**src/rtl/coreriscv_axi4_tl_pkg.sv**
```systemverilog
// TileLink Acquire payload layout, a_type encodings and arbiter state type.
package coreriscv_axi4_tl_pkg;

    localparam int unsigned BLOCK_W = 26;
    localparam int unsigned XID_W   = 1;
    localparam int unsigned BEAT_W  = 3;
    localparam int unsigned ATYPE_W = 3;
    localparam int unsigned UNION_W = 12;
    localparam int unsigned DATA_W  = 64;
    localparam int unsigned ACQ_W   = BLOCK_W + XID_W + BEAT_W + 1 + ATYPE_W + UNION_W + DATA_W;
    localparam int unsigned BEATS   = 8;

    // Field LSB offsets inside the packed payload.
    localparam int unsigned DATA_LSB    = 0;
    localparam int unsigned UNION_LSB   = DATA_LSB + DATA_W;
    localparam int unsigned ATYPE_LSB   = UNION_LSB + UNION_W;
    localparam int unsigned BUILTIN_LSB = ATYPE_LSB + ATYPE_W;
    localparam int unsigned BEAT_LSB    = BUILTIN_LSB + 1;
    localparam int unsigned XID_LSB     = BEAT_LSB + BEAT_W;
    localparam int unsigned BLOCK_LSB   = XID_LSB + XID_W;

    typedef enum logic [ATYPE_W-1:0] {
        A_GET        = 3'h0,
        A_GET_BLOCK  = 3'h1,
        A_PUT        = 3'h2,
        A_PUT_BLOCK  = 3'h3,
        A_PUT_ATOMIC = 3'h4
    } a_type_e;

    typedef struct packed {
        logic [BLOCK_W-1:0] addr_block;
        logic [XID_W-1:0]   client_xact_id;
        logic [BEAT_W-1:0]  addr_beat;
        logic               is_builtin_type;
        logic [ATYPE_W-1:0] a_type;
        logic [UNION_W-1:0] union_bits;
        logic [DATA_W-1:0]  data;
    } acquire_t;

    typedef enum logic {
        ST_IDLE   = 1'b0,
        ST_LOCKED = 1'b1
    } arb_state_e;

    // A built-in PutBlock is the only message that spans several beats.
    function automatic logic is_multibeat(input acquire_t acq);
        return acq.is_builtin_type && (acq.a_type == ATYPE_W'(A_PUT_BLOCK));
    endfunction

endpackage

```
**src/rtl/coreriscv_axi4_manager_acquire_arbiter_if.sv**
```systemverilog
// Client-side Acquire sources and manager-side Acquire sink bundled together.
interface coreriscv_axi4_manager_acquire_arbiter_if
    import coreriscv_axi4_tl_pkg::*;
#(
    parameter int unsigned N_CLIENTS = 2,
    parameter int unsigned CID_W     = 1
);
    logic [N_CLIENTS-1:0]       in_valid;
    logic [N_CLIENTS-1:0]       in_ready;
    logic [N_CLIENTS*ACQ_W-1:0] in_bits;
    logic                       out_valid;
    logic                       out_ready;
    logic [ACQ_W-1:0]           out_bits;
    logic [CID_W-1:0]           out_client_id;

    // Environment side: drives client requests and manager ready.
    modport master (
        output in_valid, in_bits, out_ready,
        input  in_ready, out_valid, out_bits, out_client_id
    );

    // Arbiter side.
    modport slave (
        input  in_valid, in_bits, out_ready,
        output in_ready, out_valid, out_bits, out_client_id
    );
endinterface

```
**src/rtl/coreriscv_axi4_rr_pick.sv**
```systemverilog
// Round-robin first-one picker: first requester after last_i, wrapping modulo N.
module coreriscv_axi4_rr_pick
    import coreriscv_axi4_tl_pkg::*;
#(
    parameter int unsigned N     = 2,
    parameter int unsigned IDX_W = 1
) (
    input  logic [N-1:0]     req_i,
    input  logic [IDX_W-1:0] last_i,
    output logic [IDX_W-1:0] grant_o,
    output logic             any_o
);

    // Scan last+1, last+2, ... and keep the first requester found.
    always_comb begin
        grant_o = '0;
        any_o   = 1'b0;
        for (int unsigned k = 1; k <= N; k++) begin
            if (!any_o && req_i[(32'(last_i) + k) % N]) begin
                grant_o = IDX_W'((32'(last_i) + k) % N);
                any_o   = 1'b1;
            end
        end
    end

endmodule

```
**src/rtl/coreriscv_axi4_manager_acquire_arbiter.sv**
```systemverilog
// Shares one manager Acquire channel among N_CLIENTS sources with per-message
// round-robin; a PutBlock keeps the channel until its last beat.
// Optional feature macro: ACQ_ARB_BEAT_CHECK_EN (sticky addr_beat sequence check).
module coreriscv_axi4_manager_acquire_arbiter
    import coreriscv_axi4_tl_pkg::*;
#(
    parameter int unsigned N_CLIENTS = 2,
    parameter int unsigned CID_W     = (N_CLIENTS > 1) ? $clog2(N_CLIENTS) : 1
) (
    input  logic clk,
    input  logic reset,
    coreriscv_axi4_manager_acquire_arbiter_if.slave bus,
    output logic err_beat
);

    arb_state_e        state_q, state_d;
    logic [CID_W-1:0]  lock_id_q, lock_id_d;
    logic [CID_W-1:0]  rr_last_q, rr_last_d;
    logic [CID_W-1:0]  hold_id_q, hold_id_d;
    logic              hold_q, hold_d;
    logic [BEAT_W-1:0] beat_cnt_q, beat_cnt_d;
    logic [CID_W-1:0]  pick_idx;
    logic              pick_any;
    logic [CID_W-1:0]  winner;
    acquire_t          win_acq;
    logic              hs;

    coreriscv_axi4_rr_pick #(
        .N     (N_CLIENTS),
        .IDX_W (CID_W)
    ) u_rr_pick (
        .req_i   (bus.in_valid),
        .last_i  (rr_last_q),
        .grant_o (pick_idx),
        .any_o   (pick_any)
    );

    // Winner: locked owner, else an offered-but-unaccepted client, else fresh pick.
    always_comb begin
        winner = pick_idx;
        if (state_q == ST_LOCKED) begin
            winner = lock_id_q;
        end else if (hold_q && bus.in_valid[hold_id_q]) begin
            winner = hold_id_q;
        end
    end

    assign win_acq = acquire_t'(bus.in_bits[32'(winner) * ACQ_W +: ACQ_W]);

    // Next-state and combinational channel outputs; all quiet while reset is high.
    always_comb begin
        state_d           = state_q;
        lock_id_d         = lock_id_q;
        rr_last_d         = rr_last_q;
        beat_cnt_d        = beat_cnt_q;
        hold_d            = 1'b0;
        hold_id_d         = hold_id_q;
        hs                = 1'b0;
        bus.out_valid     = 1'b0;
        bus.in_ready      = '0;
        bus.out_bits      = '0;
        bus.out_client_id = '0;
        if (!reset) begin
            bus.out_bits      = win_acq;
            bus.out_client_id = winner;
            case (state_q)
                ST_IDLE: begin
                    bus.out_valid        = pick_any;
                    bus.in_ready[winner] = bus.out_ready;
                    hs                   = pick_any && bus.out_ready;
                    hold_d               = pick_any && !bus.out_ready;
                    hold_id_d            = winner;
                    if (hs) begin
                        rr_last_d = winner;
                        if (is_multibeat(win_acq)) begin
                            state_d    = ST_LOCKED;
                            lock_id_d  = winner;
                            beat_cnt_d = BEAT_W'(1);
                        end
                    end
                end
                ST_LOCKED: begin
                    bus.out_valid           = bus.in_valid[lock_id_q];
                    bus.in_ready[lock_id_q] = bus.out_ready;
                    hs                      = bus.in_valid[lock_id_q] && bus.out_ready;
                    if (hs) begin
                        if (beat_cnt_q == BEAT_W'(BEATS - 1)) begin
                            state_d    = ST_IDLE;
                            beat_cnt_d = '0;
                        end else begin
                            beat_cnt_d = beat_cnt_q + BEAT_W'(1);
                        end
                    end
                end
                default: state_d = ST_IDLE;
            endcase
        end
    end

    // State registers; reset points the round-robin so client 0 wins first.
    always_ff @(posedge clk or posedge reset) begin
        if (reset) begin
            state_q    <= ST_IDLE;
            lock_id_q  <= '0;
            rr_last_q  <= CID_W'(N_CLIENTS - 1);
            beat_cnt_q <= '0;
            hold_q     <= 1'b0;
            hold_id_q  <= '0;
        end else begin
            state_q    <= state_d;
            lock_id_q  <= lock_id_d;
            rr_last_q  <= rr_last_d;
            beat_cnt_q <= beat_cnt_d;
            hold_q     <= hold_d;
            hold_id_q  <= hold_id_d;
        end
    end

`ifdef ACQ_ARB_BEAT_CHECK_EN
    logic              err_q;
    logic [BEAT_W-1:0] exp_beat;

    assign exp_beat = (state_q == ST_LOCKED) ? beat_cnt_q : '0;

    // Sticky flag: an accepted beat carried an out-of-sequence addr_beat.
    always_ff @(posedge clk or posedge reset) begin
        if (reset) begin
            err_q <= 1'b0;
        end else if (hs && (win_acq.addr_beat != exp_beat)) begin
            err_q <= 1'b1;
        end
    end

    assign err_beat = err_q;
`else
    assign err_beat = 1'b0;
`endif

endmodule
```
**src/flat_wrapper.sv**
```systemverilog
// flat-port wrapper written by rule: the top's interface ports become plain ports
module coreriscv_axi4_manager_acquire_arbiter_flat import coreriscv_axi4_tl_pkg::*;
#(
    parameter int unsigned N_CLIENTS = 2,
    parameter int unsigned CID_W     = (N_CLIENTS > 1) ? $clog2(N_CLIENTS) : 1
)
  (clk, reset, err_beat, bus_in_valid, bus_in_bits, bus_out_ready, bus_in_ready, bus_out_valid, bus_out_bits, bus_out_client_id);
  coreriscv_axi4_manager_acquire_arbiter_if #(.N_CLIENTS(N_CLIENTS), .CID_W(CID_W)) bus_i ();
  input  logic clk;
  input  logic reset;
  output logic err_beat;
  input wire logic [$bits(bus_i.in_valid)-1:0] bus_in_valid;
  input wire logic [$bits(bus_i.in_bits)-1:0] bus_in_bits;
  input wire logic [$bits(bus_i.out_ready)-1:0] bus_out_ready;
  output wire logic [$bits(bus_i.in_ready)-1:0] bus_in_ready;
  output wire logic [$bits(bus_i.out_valid)-1:0] bus_out_valid;
  output wire logic [$bits(bus_i.out_bits)-1:0] bus_out_bits;
  output wire logic [$bits(bus_i.out_client_id)-1:0] bus_out_client_id;
  assign bus_i.in_valid = bus_in_valid;
  assign bus_i.in_bits = bus_in_bits;
  assign bus_i.out_ready = bus_out_ready;
  assign bus_in_ready = bus_i.in_ready;
  assign bus_out_valid = bus_i.out_valid;
  assign bus_out_bits = bus_i.out_bits;
  assign bus_out_client_id = bus_i.out_client_id;
  coreriscv_axi4_manager_acquire_arbiter #(.N_CLIENTS(N_CLIENTS), .CID_W(CID_W)) u_core (.clk(clk), .reset(reset), .bus(bus_i), .err_beat(err_beat));
endmodule
```
**config.mk**
```make
export PLATFORM = sky130hd
export DESIGN_NAME = coreriscv_axi4_manager_acquire_arbiter_flat
export DESIGN_NICKNAME = d
export VERILOG_FILES = /design/src/rtl/coreriscv_axi4_tl_pkg.sv /design/src/rtl/coreriscv_axi4_manager_acquire_arbiter_if.sv /design/src/rtl/coreriscv_axi4_rr_pick.sv /design/src/rtl/coreriscv_axi4_manager_acquire_arbiter.sv /design/src/flat_wrapper.sv
export SDC_FILE = /design/constraint.sdc
export NUM_CORES = 1
export LEC_CHECK = 0
export BUFFER_PORTS_ARGS = -buffer_cell sky130_fd_sc_hd__buf_2
export CORE_AREA = 2 2 134 136
export CTS_CLUSTER_SIZE = 10
export DETAILED_ROUTE_END_ITERATION = 12
export DIE_AREA = 0 0 136 138
export PLACE_DENSITY = 0.47
export SLEW_MARGIN = 20
export SYNTH_ARGS = -nofsm -noshare
export SYNTH_HDL_FRONTEND = slang
export SYNTH_SLANG_ARGS = --single-unit
```
**constraint.sdc**
```tcl
create_clock -name clk -period 1.6 [get_ports clk]
set_input_delay 0.08 -clock clk [delete_from_list [all_inputs] [get_ports clk]]
set_output_delay 0.08 -clock clk [all_outputs]
set_load 0.1 [all_outputs]
```
==> results of run 1 <==
[power by group]
group          switching, uW  leakage (uW)  internal, uW  total [uW]
registers               56.0     0.0000938           288         344
logic                   9860       0.00324          5710       15600
clock network            103     0.0000382           333         436
total                  10000       0.00337          6330       16300
[cells in the final DEF, fill, tap and decap left out, types with 2 or more instances in the layout]
master / instances
buf_2: 223
nand2_1: 166
buf_12: 128
a21oi_4: 110
nand2_4: 32
nand2_2: 29
buf_4: 15
dfrtp_1: 7
nor2_1: 5
clkbuf_16: 5
inv_1: 4
o21ai_0: 4
buf_6: 4
nor2_4: 3
nand4b_1: 2
nor2b_4: 2
ha_1: 2
buf_16: 2
[flip-flops by register name, summed over array words and instances, names as in the netlist]
name / cells
u_core.hold_id_q: 1
u_core.state_q: 1
u_core.hold_q: 1
u_core.lock_id_q: 1
u_core.rr_last_q: 1
u_core.beat_cnt_q: 3
[metrics by stage]
step	power, uW	setup slack [ps]
floorplan	10490	-670.2
global placement	15180	-281.4
detailed placement	15230	-300.6
CTS	16010	-512.5
global route	17020	-582.2
finish	16340	-494.0
[worst reg2reg max path: cells and delay by family (launching register included)]
| family | cells | cell delay, ps |
|---|---|---|
| AOI/OAI and AO/OA | 3 | 640 |
| and+or+nand+nor | 1 | 150 |
| DFF | 1 | 520 |
| muxes | 1 | 360 |
[layout make-up]
type,count,area [um2]
diodes,1,2.502
clock buffers,4,78.83
fillers,1690,9694
inverters,4,15.01
multi-input cells,372,3289
flip-flops and latches,8,201.4
well taps,229,286.5
repair buffers,376,3966
[per-layer routing]
metal | up-vias | wire [um] | global-route usage
met1 | 1892 | 5299 | 0.1626
met4 | 0 | 93 | 0.006031
met2 | 197 | 7197 | 0.2552
met3 | 7 | 1493 | 0.05317
met5 | - | 0 | 0
li1 | 2052 | - | -
[logic make-up (layout without fill, tap and decap cells)]
| group | after synthesis | after routing | synth area share |
|---|---|---|---|
| AO/OA/AOI/OAI | 123 | 123 | 0.3160 |
| buffers and inverters | 42 | 384 | 0.09570 |
| AND/OR/NAND/NOR | 244 | 244 | 0.4632 |
| other | 1 | 2 | 0.001839 |
| flip-flops | 8 | 8 | 0.09878 |
| multiplexers | 2 | 2 | 0.01227 |
| adder cells (fa/ha/maj) | 2 | 2 | 0.01227 |
[worst paths after layout]
kind                                         to  cells after the start
hold / removal                    u_core.hold_q                      2
setup / recovery               bus_out_bits[26]                      8
hold reg to reg                u_core.rr_last_q                      2
max in group asynchronous      u_core.rr_last_q                      4
min in group asynchronous  u_core.beat_cnt_q[1]                      4
setup reg to reg           u_core.beat_cnt_q[0]                      5
[what timing repair did]
action                     in CTS  in global routing
buffers inserted                2                  4
resized for setup              21                 39
hold endpoints to repair        7                  0
setup endpoints to repair     117                119
gates cloned                    1                  2
hold buffers                    1                  0
pin swaps                       8                 18
==> flow_summary_export.csv, run 1 <==
group,metric,value,unit
synth,ys_warn_count,0,
timing,finalSetupTns,-51100,ps
detailed_routing,drc,0,
global_route,antenna_found_initial,1,
setup_path,startpoint_type,"flip-flop",
setup_path,critPathMaxStageDelay,520,ps
clock_network,cts_made_buffers,3,
synth,synth_commonest_cells,"227 x nand2_1, 110 x a21oi_1, 21 x buf_2",
timing,rsz0062_at_grt,"true",
timing,slew_violations,0,
setup_path,worstPathMaxFanout,16,
placed_design,gp_congestion,0.7757,
global_route,grt-ovfl-total,0,
min_path,hp-start,"bus_out_ready",
timing,tightest_slew,541.1,ps
synth,synth_ff_type,"dfrtp_1",
clock_network,clockBufferDepth,2,
final_layout,drive_gt1_frac,0.7369,
setup_path,reg2reg_slack,-170,ps
final_layout,final_nets,992,
clock_network,cts.sinks,8,
setup_path,crit_buf_inv,3,
synth,syn-cell-area,2039,um2
clock_network,insertion_delay,230,ps
timing,slew_headroom,0.6392,
placed_design,dpl.hpwl,11.59,mm
clock_network,cts_htree_levels,1,
timing,skew,2.082,ps
job,max_cap_violations,0,
timing,final-setup-viol-count,118,
synth,synth_nets,649,
setup_path,worstSetupStartpoint,"u_core.rr_last_q",
setup_path,cp_top_family,"buffers and inverters",
synth,synth.most_common_cell,"nand2_1",
detailed_routing,drtIter0Drc,80,
detailed_routing,drtPass1Iterations,4,
timing,fmax,477.6,MHz
timing,hold_viol_final,0,
synth,syn_avg_cell_area,4.833,um2
timing,setup_slack,-494.0,ps
setup_path,setup.worst_path.class,"flip-flop to output port",
floorplanning,rows,49,
final_layout,final_util,0.4471,
synth,synth.ff_latch_count,8,
timing,hold-worst-slack,70.70,ps
timing,post-route-period-util,1.309,
global_route,grt_max_degree,45,
run_status,violations,"setup timing",
setup_path,r2r_start,"u_core.rr_last_q",
synth,yosys.area.top_type,"nand2_1",
setup_path,cp_cell_sequence,"nor2b_4 -> o21ai_4 -> a31oi_4 -> buf_12 -> buf_12 -> nand2_1 -> a21oi_4 -> buf_12",
synth,synth_edf_count,0,
power,powerDensity,2085,nW/um2
power,leakagePower,0.003370,uW
detailed_routing,vias_per_cell,4.173,
detailed_routing,vias,4148,
floorplanning,core_area,17530,um2
final_layout,area_growth,284.4,%
power,ir_drop,1116,uV
placed_design,dpl-instance-area,7413,um2
setup_path,arrival,2010,ps
floorplanning,pin_count,340,
synth,yosysSeqAreaShare,0.09877,
synth,synth.distinct_cells,29,
final_layout,fin_area,7840,um2
min_path,hold_path_class,"input port to flip-flop",
placed_design,portBuffers,338,
setup_path,crit_top_cell,"buf_12",
synth,async_reset_ff_frac,1.000,
global_route,grt_first_pass_wirelength,21.49,mm
setup_path,cp_slowest_cell,"dfstp_2",
floorplanning,start_util,0.1163,
setup_path,cp.required,1520,ps
clock_network,cts_root_buf,"clkbuf_16",
placed_design,placed_cells,979,
clock_network,cts_tree,"done",
global_route,grt_usage,0.1402,
detailed_routing,avgRoutedWirePerCell,14.17,um
timing,fin_crit,2094,ps
synth,synth_cells,422,
global_route,grt_pass1_vias,4180,
setup_path,critPathCaptureType,"output port",
floorplanning,die_y,138,um
clock_network,clk_pin_slew,40,ps
floorplanning,die_w,136,um
detailed_routing,ant_nets,0,
detailed_routing,wl,14.08,mm
floorplanning,dieArea,18770,um2
synth,synth.top_cell.area_share,0.4178,
final_layout,final_cells,994,
synth,synth_area_leaders,"nand2_1 42%, a21oi_1 27%, dfrtp_1 8.6%",
run_status,status,"finished, violations left",
Note: power is estimated with default switching activity, not from simulation.
==> run 2: changes to the inputs <==
- BUFFER_PORTS_ARGS: -buffer_cell sky130_fd_sc_hd__buf_2 -> unset
- CORE_AREA: 2 2 134 136 -> 2 2 132 134
- DIE_AREA: 0 0 136 138 -> 0 0 134 136
- DONT_BUFFER_PORTS: unset -> 1
- PLACE_DENSITY: 0.47 -> 0.3
- SKIP_LAST_GASP: unset -> 1
- TNS_END_PERCENT: unset -> 20
==> run 2 against run 1 <==
First-iteration DRC count up 18%. Combinational power about the same. Utilization fell by 8.9 points. Die area decreased by 2.9%. Highest routed layer unchanged. Final area shrank 23%. The flow still finishes with violations (setup timing).
==> flow_summary_export.csv, run 2 (same netlist as run 1, synthesis figures left out) <==
group,metric,value,unit
floorplanning,die_w,134,um
floorplanning,pin_count,340,
final_layout,area_growth,196.0,%
timing,post-route-period-util,1.371,
detailed_routing,vias,3517,
final_layout,drive_gt1_frac,0.5430,
final_layout,largest_reg_flops,3,
power,ir_drop,1046,uV
final_layout,layout_common_cells,"209 x nand2_1, 122 x buf_12, 78 x a21oi_2",
setup_path,cp_cell_sequence,"nor2b_4 -> o21ai_4 -> a31oi_4 -> buf_12 -> buf_16 -> nand2_1 -> a21oi_4 -> buf_12",
setup_path,cp.required,1520,ps
floorplanning,die_y,136,um
floorplanning,start_util,0.1208,
floorplanning,rows,48,
placed_design,gp_congestion,0.7921,
timing,skew,1.706,ps
detailed_routing,ant_nets,0,
setup_path,startpoint_type,"flip-flop",
clock_network,cts_htree_levels,1,
timing,slew_violations,0,
final_layout,layout_commonest_cell,"nand2_1",
global_route,grt_max_degree,116,
clock_network,cts.sinks,8,
final_layout,regMostFlops,"u_core.beat_cnt_q",
timing,setup_slack,-593.6,ps
setup_path,worstPathMaxFanout,9,
placed_design,dpl.hpwl,10.10,mm
detailed_routing,drtIter0Drc,94,
placed_design,portBuffers,0,
setup_path,cp_slowest_cell,"dfstp_2",
global_route,grt-ovfl-total,0,
floorplanning,dieArea,18220,um2
power,leakagePower,0.002356,uW
setup_path,crit_top_cell,"buf_12",
run_status,violations,"setup timing",
timing,fmax,455.9,MHz
clock_network,cts_tree,"done",
timing,final-setup-viol-count,118,
global_route,grt_first_pass_wirelength,20.22,mm
timing,finalSetupTns,-59930,ps
final_layout,ff_latch_area,201.4,um2
final_layout,fillers,1700,
clock_network,insertion_delay,240,ps
setup_path,setup.worst_path.class,"flip-flop to output port",
power,powerDensity,2658,nW/um2
final_layout,multiInputGateArea,2434,um2
detailed_routing,avgRoutedWirePerCell,20.61,um
placed_design,dp_slack,-493.4,ps
clock_network,cts_root_buf,"clkbuf_16",
clock_network,clockBufferDepth,2,
run_status,status,"finished, violations left",
detailed_routing,wl,15.91,mm
floorplanning,core_area,16880,um2
setup_path,critPathMaxStageDelay,520,ps
setup_path,cp_top_family,"buffers and inverters",
final_layout,diodes,0,
global_route,grt_usage,0.1438,
detailed_routing,vias_per_cell,4.556,
clock_network,clk_pin_slew,40,ps
final_layout,final_nets,775,
timing,fin_crit,2194,ps
clock_network,cts_made_buffers,3,
setup_path,arrival,2110,ps
global_route,grt_pass1_vias,3590,
timing,rsz0062_at_grt,"true",
global_route,antenna_found_initial,0,
setup_path,critPathCaptureType,"output port",
setup_path,crit_buf_inv,3,
job,max_cap_violations,0,
min_path,hold_path_class,"input port to flip-flop",
detailed_routing,drtPass1Iterations,4,
timing,hold_viol_final,0,
detailed_routing,drc,0,
[run 2: cell count changes in the layout (fill, tap and decap cells not counted), moves of 6 or more]
cell     change
nand2_4     -25
nand2_1     +43
buf_12       -6
a21oi_4     -78
buf_2      -223
nand2_2     -18
a21oi_2     +78
[run 2: tightest hold or removal path: stages]
cell	delay (ps)
o21ai_4	60
nand3_1	90
nand2_1	50
[run 2: final timing paths]
kind	end	cells past startpoint	startpoint	slack (ps)
setup / recovery	bus_out_bits[76]	8	u_core.rr_last_q	-590
hold / removal	u_core.hold_id_q	3	bus_in_valid[0]	90
setup reg to reg	u_core.beat_cnt_q[0]	7	u_core.rr_last_q	-450
hold reg to reg	u_core.beat_cnt_q[1]	2	u_core.beat_cnt_q[1]	540
max in group asynchronous	u_core.rr_last_q	3	reset	930
min in group asynchronous	u_core.lock_id_q	3	reset	450
[run 2: area by class of cell]
type / instances / area share
multi-input combinational: 372 / 0.4032
timing repair buffer: 159 / 0.5012
tap: 225 / 0.04664
sequential: 8 / 0.03337
inverter: 4 / 0.002488
clock buffer: 4 / 0.01306
[run 2: per-stage QoR]
stage          cell area, um2  utilization  hold WS, ps  power [uW]  std cells
2_1_floorplan            2310            -        75.43        8494        422
3_3_place_gp             5239       0.3104        18.53       13180        740
3_5_place_dp             5239       0.3104        24.16       13290        740
4_1_cts                  5757       0.3411        68.45       15400        765
5_1_grt                  6036       0.3577        90.86       16590        772
6_report                 6036       0.3577        86.12       16040        772
[run 2: where the power goes]
group          total (uW)  leakage, uW  internal, uW  switching (uW)
registers             343    0.0000938           288            54.9
clock network         443    0.0000382           333             110
logic               15300      0.00222          5700            9560
[run 2: routing by layer]
metal / vias up / track usage / part of all wire / wire [um]
met2: 235 / 0.2772 / 0.53 / 8498
met3: 20 / 0.02386 / 0.078 / 1234
met5: - / 0 / 0 / 0
li1: 1622 / - / - / -
met1: 1640 / 0.1593 / 0.36 / 5780
met4: 0 / 0.04728 / 0.025 / 395
[run 2: repair_timing]
action	CTS	global route
pin swaps	25	43
setup endpoints to repair	117	118
buffers inserted	9	2
hold buffers	4	0
hold endpoints to repair	10	0
gates cloned	8	8
gates resized for setup	10	37
==> run 3: changes to the inputs <==
- RECOVER_POWER: unset -> 100
==> run 3 against run 2 <==
The flow still finishes with violations (setup timing). Combinational power hardly changed. Register-to-register slack hardly changed. First-iteration DRC count is 1.1% higher. Fmax hardly changed. Total power hardly changed. Critical path depth stayed put. Clock skew hardly changed. Critical endpoint unchanged. Highest routed layer unchanged.
==> flow_summary_export.csv, run 3 (same netlist as run 1, synthesis figures left out) <==
group,metric,value,unit
run_status,status,"finished, violations left",
run_status,violations,"setup timing",
clock_network,clk_pin_slew,40,ps
clock_network,cts_tree,"done",
global_route,grt_pass1_vias,3590,
placed_design,gp_congestion,0.7921,
setup_path,cp_slowest_cell,"dfstp_2",
global_route,grt-ovfl-total,0,
clock_network,clockBufferDepth,2,
clock_network,cts_root_buf,"clkbuf_16",
setup_path,startpoint_type,"flip-flop",
detailed_routing,vias,3510,
setup_path,critPathMaxStageDelay,520,ps
detailed_routing,avgRoutedWirePerCell,20.64,um
floorplanning,start_util,0.1208,
detailed_routing,wl,15.93,mm
global_route,grt_usage,0.1438,
floorplanning,dieArea,18220,um2
final_layout,fin_area,6028,um2
timing,fin_crit,2194,ps
placed_design,dpl-instance-area,5239,um2
final_layout,multiInputGateArea,2434,um2
detailed_routing,vias_per_cell,4.547,
timing,slew_violations,0,
final_layout,layout_commonest_cell,"nand2_1",
detailed_routing,drtIter0Drc,95,
setup_path,critPathCaptureType,"output port",
final_layout,final_nets,775,
timing,hold-worst-slack,85.11,ps
setup_path,crit_top_cell,"buf_12",
timing,hold_viol_final,0,
final_layout,area_growth,195.6,%
detailed_routing,drtPass1Iterations,4,
timing,final-setup-viol-count,118,
final_layout,drive_gt1_frac,0.5393,
detailed_routing,ant_nets,0,
timing,fmax,455.9,MHz
timing,skew,1.960,ps
setup_path,worstPathMaxFanout,9,
timing,setup_slack,-593.6,ps
clock_network,cts_htree_levels,1,
min_path,hold_path_class,"input port to flip-flop",
final_layout,fillers,1702,
timing,rsz0062_at_grt,"true",
detailed_routing,drc,0,
final_layout,layout_common_cells,"209 x nand2_1, 122 x buf_12, 78 x a21oi_2",
setup_path,cp_top_family,"buffers and inverters",
clock_network,insertion_delay,240,ps
clock_network,cts.sinks,8,
clock_network,cts_made_buffers,3,
final_layout,largest_reg_flops,3,
floorplanning,die_w,134,um
final_layout,ff_latch_area,201.4,um2
setup_path,crit_buf_inv,3,
power,ir_drop,1046,uV
final_layout,final_util,0.3572,
final_layout,diodes,0,
setup_path,setup.worst_path.class,"flip-flop to output port",
power,leakagePower,0.002349,uW
power,powerDensity,2660,nW/um2
timing,post-route-period-util,1.371,
setup_path,cp_cell_sequence,"nor2b_4 -> o21ai_4 -> a31oi_4 -> buf_12 -> buf_16 -> nand2_1 -> a21oi_4 -> buf_12",
placed_design,dpl.hpwl,10.10,mm
global_route,antenna_found_initial,0,
floorplanning,core_area,16880,um2
setup_path,arrival,2110,ps
floorplanning,rows,48,
global_route,grt_first_pass_wirelength,20.22,mm
floorplanning,pin_count,340,
floorplanning,die_y,136,um
timing,finalSetupTns,-59920,ps
final_layout,regMostFlops,"u_core.beat_cnt_q",
global_route,grt_max_degree,116,
placed_design,portBuffers,0,
setup_path,cp.required,1520,ps
job,max_cap_violations,0,
==> run 3: changes by cell type in the layout (fill, tap and decap cells not counted) <==
cell,change
clkbuf_1,+2
buf_4,-2
==> run 3: worst reg2reg max path: stages (launching register included) <==
cell,delay [ps]
dfstp_2,520
nor2b_4,150
o21ai_4,80
a31o_4,280
buf_12,140
buf_4,150
mux2_4,330
o31a_1,290
==> run 3: repair_timing <==
action / in CTS / in global routing
hold buffers: 4 / 0
resized for setup: 10 / 37
setup endpoints to repair: 117 / 118
buffers inserted: 9 / 2
endpoints found under the hold margin: 10 / 0
pin swaps: 25 / 43
gates cloned: 8 / 8
==> run 3: worst paths after layout <==
kind / from / to / slack, ps / depth (start not counted)
max in group asynchronous: reset / u_core.rr_last_q / 670 / 3
min in group asynchronous: reset / u_core.beat_cnt_q[2] / 580 / 3
worst max register to register: u_core.rr_last_q / u_core.beat_cnt_q[0] / -450 / 7
worst min-delay path: bus_in_valid[0] / u_core.hold_id_q / 90 / 3
worst max-delay path: u_core.rr_last_q / bus_out_bits[76] / -590 / 8
worst min register to register: u_core.beat_cnt_q[1] / u_core.beat_cnt_q[1] / 540 / 2
==> run 3: cell type report <==
type	instances	area share
inverters	4	0.002491
clock buffers	4	0.01308
well taps	225	0.04670
multi-input cells	372	0.4037
repair buffers	159	0.5006
flip-flops and latches	8	0.03342
==> run 3: metal layers <==
metal | vias to the layer above | wire length (um) | global-route usage
met5 | - | 0 | 0
met4 | 0 | 393 | 0.04728
met3 | 20 | 1242 | 0.02386
met1 | 1633 | 5804 | 0.1593
met2 | 237 | 8493 | 0.2772
li1 | 1620 | - | -
==> run 3: report_power, final <==
group          internal, uW  switching, uW
logic                  5690           9560
clock network           333            110
registers               288           55.0
total                  6310           9720
==> run 3: per-stage QoR <==
stage / cells / power (uW) / setup WS (ps)
6_report: 772 / 16030 / -593.6
5_1_grt: 772 / 16580 / -629.9
3_5_place_dp: 740 / 13290 / -493.4
2_1_floorplan: 422 / 8494 / -1310
3_3_place_gp: 740 / 13180 / -446.4
4_1_cts: 765 / 15400 / -602.1
